<file path="src/rtl/btn_counter_display.sv">
// Push-button modulo counter shown on a scanned N-digit 7-segment display.
// Buttons are synchronised and debounced, and the display can show decimal or hex.
module btn_counter_display #(
   parameter int CNT_W       = 8,
   parameter int MOD_MAX     = 47,
   parameter int NUM_DIGITS  = 4,
   parameter int REFRESH_DIV = 250000,
   parameter int DB_CYCLES   = 500000
) (
   input  logic                  clk,
   input  logic                  rst,
   input  logic [2:0]            btn,
   input  logic [CNT_W-1:0]      sw,
   input  logic                  hex_mode,
   output logic [CNT_W-1:0]      count,
   output logic [3:0]            led,
   output logic [NUM_DIGITS-1:0] anodes,
   output logic [6:0]            cathodes
);

   localparam int DBW   = $clog2(DB_CYCLES);
   localparam int RFW   = (REFRESH_DIV > 1) ? $clog2(REFRESH_DIV) : 1;
   localparam int IDXW  = (NUM_DIGITS > 1) ? $clog2(NUM_DIGITS) : 1;
   localparam int BCD_W = NUM_DIGITS * 4;
   localparam int BITW  = $clog2(CNT_W + 1);

   localparam logic [CNT_W-1:0] MOD_VAL = CNT_W'(MOD_MAX);

   localparam logic [0:0] CONV_IDLE = 1'b0;
   localparam logic [0:0] CONV_RUN  = 1'b1;

   logic [2:0]     sync1;
   logic [2:0]     sync2;
   logic [2:0]     stable;
   logic [2:0]     stable_d;
   logic [2:0]     press;
   logic [DBW-1:0] db_cnt [3];

   logic [CNT_W-1:0] count_seen;
   logic             mode_seen;
   logic             change;
   logic [BCD_W-1:0] hex_digits;
   logic [0:0]       conv_state;
   logic [CNT_W-1:0] bin_sh;
   logic [CNT_W-1:0] bin_next;
   logic [BCD_W-1:0] bcd;
   logic [BCD_W-1:0] bcd_adj;
   logic [BCD_W-1:0] bcd_next;
   logic [BITW-1:0]  bit_cnt;
   logic [BCD_W-1:0] digits;

   logic [NUM_DIGITS-1:0] blank;
   logic                  any_nz;
   logic [RFW-1:0]        refresh_cnt;
   logic                  tick;
   logic [IDXW-1:0]       digit_idx;
   logic [IDXW-1:0]       idx_next;
   logic [3:0]            sel_digit;

   function automatic logic [6:0] seg7(input logic [3:0] v);
      logic [6:0] s;
      case (v)
         4'h0: s = 7'b1000000;
         4'h1: s = 7'b1111001;
         4'h2: s = 7'b0100100;
         4'h3: s = 7'b0110000;
         4'h4: s = 7'b0011001;
         4'h5: s = 7'b0010010;
         4'h6: s = 7'b0000010;
         4'h7: s = 7'b1111000;
         4'h8: s = 7'b0000000;
         4'h9: s = 7'b0010000;
         4'hA: s = 7'b0001000;
         4'hB: s = 7'b0000011;
         4'hC: s = 7'b1000110;
         4'hD: s = 7'b0100001;
         4'hE: s = 7'b0000110;
         default: s = 7'b0001110;
      endcase
      return s;
   endfunction

   // A button level is only accepted once the synchronised input has disagreed
   // with the accepted level for DB_CYCLES consecutive cycles.
   always_ff @(posedge clk) begin
      if (rst) begin
         sync1    <= '0;
         sync2    <= '0;
         stable   <= '0;
         stable_d <= '0;
         for (int i = 0; i < 3; i++) db_cnt[i] <= '0;
      end else begin
         sync1    <= btn;
         sync2    <= sync1;
         stable_d <= stable;
         for (int i = 0; i < 3; i++) begin
            if (sync2[i] == stable[i]) begin
               db_cnt[i] <= '0;
            end else if (db_cnt[i] == DBW'(DB_CYCLES - 1)) begin
               stable[i] <= sync2[i];
               db_cnt[i] <= '0;
            end else begin
               db_cnt[i] <= db_cnt[i] + 1'b1;
            end
         end
      end
   end

   assign press = stable & ~stable_d;

   always_ff @(posedge clk) begin
      if (rst) begin
         count <= '0;
         led   <= '0;
      end else if (press[1]) begin
         count <= (sw > MOD_VAL) ? MOD_VAL : sw;
         led   <= sw[3:0];
      end else if (press[0] && !press[2]) begin
         count <= (count == MOD_VAL) ? '0 : count + 1'b1;
      end else if (press[2] && !press[0]) begin
         count <= (count == '0) ? MOD_VAL : count - 1'b1;
      end
   end

   assign change     = (count != count_seen) || (hex_mode != mode_seen);
   assign hex_digits = BCD_W'(count);

   // One double-dabble step: add 3 to every BCD digit >= 5, then shift in the next binary bit.
   always_comb begin
      bcd_adj = bcd;
      for (int d = 0; d < NUM_DIGITS; d++) begin
         if (bcd[d*4 +: 4] >= 4'd5) bcd_adj[d*4 +: 4] = bcd[d*4 +: 4] + 4'd3;
      end
      bcd_next = (bcd_adj << 1) | BCD_W'(bin_sh[CNT_W-1]);
      bin_next = bin_sh << 1;
   end

   always_ff @(posedge clk) begin
      if (rst) begin
         count_seen <= '0;
         mode_seen  <= 1'b0;
         conv_state <= CONV_IDLE;
         bin_sh     <= '0;
         bcd        <= '0;
         bit_cnt    <= '0;
         digits     <= '0;
      end else begin
         count_seen <= count;
         mode_seen  <= hex_mode;
         if (change) begin
            if (hex_mode) begin
               digits     <= hex_digits;
               conv_state <= CONV_IDLE;
            end else begin
               bin_sh     <= count;
               bcd        <= '0;
               bit_cnt    <= '0;
               conv_state <= CONV_RUN;
            end
         end else if (conv_state == CONV_RUN) begin
            bin_sh <= bin_next;
            bcd    <= bcd_next;
            if (bit_cnt == BITW'(CNT_W - 1)) begin
               digits     <= bcd_next;
               conv_state <= CONV_IDLE;
            end else begin
               bit_cnt <= bit_cnt + 1'b1;
            end
         end
      end
   end

   // Walk down from the top digit; a digit is blank until a non-zero digit has been seen.
   always_comb begin
      blank  = '0;
      any_nz = 1'b0;
      for (int i = NUM_DIGITS - 1; i > 0; i--) begin
         any_nz   = any_nz | (digits[i*4 +: 4] != 4'd0);
         blank[i] = !any_nz;
      end
   end

   assign tick      = (refresh_cnt == RFW'(REFRESH_DIV - 1));
   assign idx_next  = (digit_idx == IDXW'(NUM_DIGITS - 1)) ? '0 : digit_idx + 1'b1;
   assign sel_digit = digits[{idx_next, 2'b00} +: 4];

   always_ff @(posedge clk) begin
      if (rst) begin
         refresh_cnt <= '0;
         digit_idx   <= '0;
         anodes      <= '1;
         cathodes    <= 7'b1111111;
      end else if (tick) begin
         refresh_cnt <= '0;
         digit_idx   <= idx_next;
         anodes      <= ~(NUM_DIGITS'(1) << idx_next);
         cathodes    <= blank[idx_next] ? 7'b1111111 : seg7(sel_digit);
      end else begin
         refresh_cnt <= refresh_cnt + 1'b1;
      end
   end

endmodule
</file>
<file path="config.mk">
export PLATFORM = sky130hd
export DESIGN_NAME = btn_counter_display
export DESIGN_NICKNAME = d
export VERILOG_FILES = /design/src/rtl/btn_counter_display.sv
export SDC_FILE = /design/constraint.sdc
export NUM_CORES = 1
export LEC_CHECK = 0
export CAP_MARGIN = 30
export CORE_AREA = 2 2 123 125
export DETAILED_ROUTE_END_ITERATION = 8
export DIE_AREA = 0 0 125 127
export GPL_TIMING_DRIVEN = 0
export HOLD_SLACK_MARGIN = 0.05
export PLACE_DENSITY = 0.78
export SLEW_MARGIN = 15
export SYNTH_ARGS = -nofsm -noshare
export SYNTH_HDL_FRONTEND = slang
export SYNTH_SLANG_ARGS = --single-unit
</file>
<file path="constraint.sdc">
create_clock -name clk -period 7.8 [get_ports clk]
set_input_delay 0.78 -clock clk [delete_from_list [all_inputs] [get_ports clk]]
set_output_delay 0.78 -clock clk [all_outputs]
set_load 0.005 [all_outputs]
</file>
== Word level (Yosys, flattened, before mapping) ==
Memories as Yosys holds them, arrays and structs flattened.
Cells that the tools add are included.

* Bits of input ports: 14
* Bits in writable memories: 57
* Memories kept: 2
* Bits in registers: 109
* Output and inout bits: 23
* ROM bits: 112
* Word-level logic and storage cells: 172

{| class="wikitable"
|+ Memory list
! name !! words !! width !! read ports !! clocked after Yosys merged registers in !! wr ports !! RTL line !! text
|-
| (no name shown) || 16 || 7 || 1 || 0 || 0 || 62 || <nowiki>case (v)</nowiki>
|-
| db_cnt || 3 || 19 || 3 || 0 || 3 || 37 || <nowiki>logic [DBW-1:0] db_cnt [3];</nowiki>
|}

* Bitwise logic cells: 18
* Mux-type cells: 76
* Shifts and indexed selects: 2
* $lt $le $gt $ge: 6
* Reductions and logical operators: 22
* Equality and inequality tests: 15
* $add $sub $neg: 12

{| class="wikitable"
|+ Operators by type and width
! cell !! count
|-
| $mux W19 || 9
|-
| $mux W16 || 7
|-
| $mux W8 || 9
|-
| $add A19 B1 Y19 const B || 3
|-
| $eq A19 B19 Y1 const B || 3
|-
| $mux W1 || 40
|-
| $mux W4 || 7
|-
| $add A18 B1 Y18 const B || 1
|-
| $eq A18 B18 Y1 const B || 1
|-
| $ge A4 B3 Y1 const B || 4
|-
| $or A16 B1 Y16 || 1
|-
| $shiftx A16 B5 Y4 || 1
|-
| $add A4 B2 Y4 const B || 3
|-
| $reduce_bool A4 Y1 || 3
|-
| $or A1 B1 Y1 || 11
|-
| $add A8 B1 Y8 const B || 1
|-
| $eq A8 B6 Y1 const B || 1
|-
| $gt A8 B6 Y1 const B || 1
|-
| $logic_not A8 Y1 || 1
|-
| $ne A8 B8 Y1 || 1
|-
| $reduce_and A2 Y1 || 4
|-
| $sub A8 B1 Y8 const B || 1
|-
| $mux W7 || 1
|-
| $ne A2 B2 Y1 const B || 3
|-
| other kinds (23) || 34
|}

== Logic depth before layout (Yosys ltp) ==
An unclocked memory read counts as a cell.

* Word-level depth: 8
* Gate-level depth with buffers: 11
* Depth with buffers taken out: 10

== Least setup slack after synthesis ==
No wires, ideal clock.

* Path type: register -> register
* Start: reg digit_idx[0]
* End: reg cathodes[3]
* Cell stages (with the launch flop): 11
* Path slack: 5.083 ns
* Period minus slack after synthesis: 2.717 ns
* Arrival: 2.600 ns
* Data required time: 7.683 ns
* Library setup time: 0.117 ns
* Cells stage by stage: dfxtp_1 inv_1 ha_1 buf_2 a211o_1 a21boi_0 inv_1 ha_1 inv_1 mux4_2 o22a_1

* Word-level cells in the longest chain between the ends: 5

{| class="wikitable"
|+ RTL lines
! what !! RTL line !! text
|-
| from (decl) || 56 || <nowiki>logic [IDXW-1:0] digit_idx;</nowiki>
|-
| from (signal assigned) || 195 || <nowiki>digit_idx <= idx_next;</nowiki>
|-
| $add A2 B1 Y2 or $eq A2 B2 Y1 (tied branches) || 184 || <nowiki>assign idx_next = (digit_idx == IDXW'(NUM_DIGITS - 1)) ? '0 : digit_idx + 1'b1;</nowiki>
|-
| $mux W2 * || 184 ||
|-
| via idx_next[1] || 57 || <nowiki>logic [IDXW-1:0] idx_next;</nowiki>
|-
| $shiftx A16 B5 Y4 or $bmux W1 S2 (tied branches) || 185, 197 ||
|-
| $mem_v2 Z16 W7 or $mux W1 (tied branches) || -- ||
|-
| $mux W7 * || 197 || <nowiki>cathodes <= blank[idx_next] ? 7'b1111111 : seg7(sel_digit);</nowiki>
|-
| to (signal assigned) || 197 ||
|-
| to (decl) || 18 || <nowiki>output logic [6:0] cathodes</nowiki>
|}

The timed path passes the listed nets; every way through them passes the cells marked *. The select of a mux whose other input is x is not followed.
A chain may end at the register's enable or synchronous reset.

== Final worst setup path ==
Same ends and word-level chain as after synthesis.

==> flow_summary.yaml <==
worst_hold_path:
  hold_class: "reg -> reg"
power:
  cellPowerDensity_mw_per_mm2: 194.5
  p_total_mw: 1.950
  p_leak_nw: 3.575
  peakVddDrop_mv: 0.1323
routing:
  wirelength_mm: 18.26
  vias: 6864
  detail-route-antenna-nets: 0
  first_iter_violations: 429
  first_pass_iters: 5
  wl_per_cell_um: 15.18
  vias_per_cell: 5.706
  drc: 0
cells_and_area:
  diodes: 0
  seq_area_mm2: 0.003894
  drive_gt1_share_pct: 7.949
  multi_input_area_mm2: 0.004608
  fillCellCount: 1088
  area_growth_syn_to_layout_pct: 16.55
  fin_util_pct: 69.52
  fin_nets: 1047
  final_cell_area_mm2: 0.01003
yosys:
  avgSynthCellArea_um2: 9.602
  yosysSeqAreaShare_pct: 45.26
  synth-warning-count: 0
  async_flop_share_pct: 0
  synth-main-ff-cell: "dfxtp_1"
  syn_area_mm2: 0.008603
  synth_seq_cells: 166
  synth_edf_count: 57
  yosys.cell_types.count: 77
  synthCells: 896
floorplan:
  die-area_mm2: 0.01588
  die_width_um: 125
  std_cell_rows: 44
  ioPinCount: 37
  start_util_pct: 59.65
  fp.dieH_um: 127
  core_area_mm2: 0.01442
cts:
  ctsResizeCount: 0
  clockBufferDepth: 2
  cts-root-buf: "clkbuf_16"
  clkTransAtPathRegs_ns: 0.06
  cts_tree: "yes"
  clk_latency_ns: 0.43
  holdBufCountCts: 0
  htree_levels: 4
  cts_setup_buffers: 0
  clock-sinks: 166
  cts_buffers: 17
placement:
  io_buffers: 35
  place_area_mm2: 0.009394
  gp_congestion: 0.9212
  hpwl_mm: 12.89
grt:
  grt_first_pass_wirelength_mm: 30.37
  antenna_found_initial: 0
  track_usage_pct: 23.52
  grt_pass1_vias: 6318
  grt_max_degree: 17
  grt_overflow: 0
timing:
  tightest_slew_ns: 0.7665
  relSlewSlack_pct: 48.90
  rsz0062_at_grt: "no"
  fin_crit_ns: 3.097
  finalHoldViolations: 0
  finalSetupViolCount: 0
  whs_ns: 0.4381
  finalCritPeriodShare_pct: 39.70
  clock_skew_ns: 0.008967
  fmax_mhz: 322.9
  report.final.slew_viol_count: 0
  tns_ns: 0
setup_path:
  crit_type: "reg -> reg"
  cp_max_fo: 8
  start_kind: "flip-flop"
  end_kind: "flip-flop"
  crit_required_ns: 8.12
  crit_arrival_ns: 3.42
flow_run:
  cap_violations: 0
outcome:
  status: "completed"
==> stage by stage <==
stage / std cells / worst slack, ns
after floorplan: 952 / 5.083
after global placement: 1171 / 4.762
after detailed placement: 1171 / 4.754
after CTS: 1203 / 4.689
after global routing: 1203 / 4.439
final: 1203 / 4.703
==> final cells by class <==
cell class	instances	area share (%)
inverters	29	1.086
clock inverters	12	1.435
clock buffers	20	4.879
plain buffers	42	2.021
well taps	184	2.296
flip-flops and latches	166	38.83
repair buffers	35	3.494
multi-input cells	715	45.96
==> worst max-delay path, stage by stage, from the launching register on <==
cell	delay, ns
dfxtp_1	0.51
inv_1	0.15
ha_1	0.29
buf_2	0.18
a211o_1	0.14
a21boi_0	0.53
inv_1	0.19
ha_1	0.33
inv_1	0.05
mux4_2	0.45
o22a_1	0.16
==> cells in the mapped netlist, drive strengths merged, types with 4 or more instances <==
library cell	number	area, um^2
nand2	69	261.5
a31o	5	43.79
mux4	4	90.09
o32ai	5	43.79
edfxtp	57	1712
a31oi	11	68.82
a22o	8	70.07
dfxtp	109	2182
nor4b	7	76.32
mux2i	10	100.1
a21oi	24	120.1
and2	6	37.54
or3	17	106.4
o32a	4	40.04
o2111a	7	78.83
nor4	16	130.1
and3	13	81.33
o21ai	22	117.6
buf	21	123.9
nor3	17	96.35
nor2	118	445.4
a2bb2oi	5	43.79
a32o	4	40.04
o31ai	9	67.56
clkbuf	21	78.83
xor2	41	359.1
inv	28	105.1
and4	5	43.79
xnor2	48	420.4
nand2b	5	31.28
nand3b	5	37.54
mux2	6	67.56
nand4	27	181.4
nor3b	10	75.07
nand3	48	257.8
nor2b	17	106.4
ha	27	337.8
==> power by group <==
group	leakage [nW]	internal [mW]	total [mW]	switching [mW]
Clock	0.312	0.548	0.892	0.344
Sequential	1.47	0.918	0.940	0.0219
Combinational	1.79	0.0466	0.118	0.0718
==> cell families after synthesis <==
| group | after synthesis | synth area share (%) |
|---|---|---|
| flip-flops | 166 | 45.26 |
| multiplexers | 20 | 2.996 |
| adder cells (fa/ha/maj) | 27 | 3.927 |
| AO/OA/AOI/OAI | 132 | 11.21 |
| other | 1 | 0.04359 |
| buffers and inverters | 71 | 3.621 |
| AND/OR/NAND/NOR | 390 | 23.88 |
| XOR/XNOR | 89 | 9.060 |
==> routing by layer <==
metal  part of all wire, %  track usage, %
met1                    46           31.43
met2                    47           38.55
met3                   5.0           4.229
met4                   1.8           8.824
met5                     0               0
==> cell usage in the layout, fill, tap and decap left out, drive strengths merged, types with 9 or more instances in the layout <==
| cell | n |
|---|---|
| a31oi | 11 |
| a21oi | 24 |
| nand2 | 69 |
| ha | 27 |
| and3 | 13 |
| buf | 21 |
| nor3 | 17 |
| nor4 | 16 |
| nor2b | 17 |
| clkdlybuf4s50 | 35 |
| dfxtp | 109 |
| nand3 | 48 |
| xor2 | 41 |
| nor2 | 118 |
| xnor2 | 48 |
| nand4 | 27 |
| mux2i | 10 |
| conb | 57 |
| edfxtp | 57 |
| or3 | 17 |
| nor3b | 10 |
| o21ai | 22 |
| inv | 30 |
| clkbuf | 41 |
| o31ai | 9 |
==> sequential cells by signal, summed over array words and instances (netlist names), 4 cells and up <==
signal and cells:
db_cnt 57, count 8, anodes 4, cathodes 7, digits 16, refresh_cnt 18, bit_cnt 4, led 4
count_seen 8, bin_sh 8, bcd 16
==> path summary, 6_finish.rpt <==
| kind | from | to | slack [ns] | cells after the start |
|---|---|---|---|---|
| max | digit_idx[0] | cathodes[3] | 4.70 | 10 |
| min | sync1[1] | sync2[1] | 0.44 | 1 |
| max reg2reg | digit_idx[0] | cathodes[3] | 4.70 | 10 |
| min reg2reg | sync1[1] | sync2[1] | 0.44 | 1 |
Power figures use the tool's default switching activity.
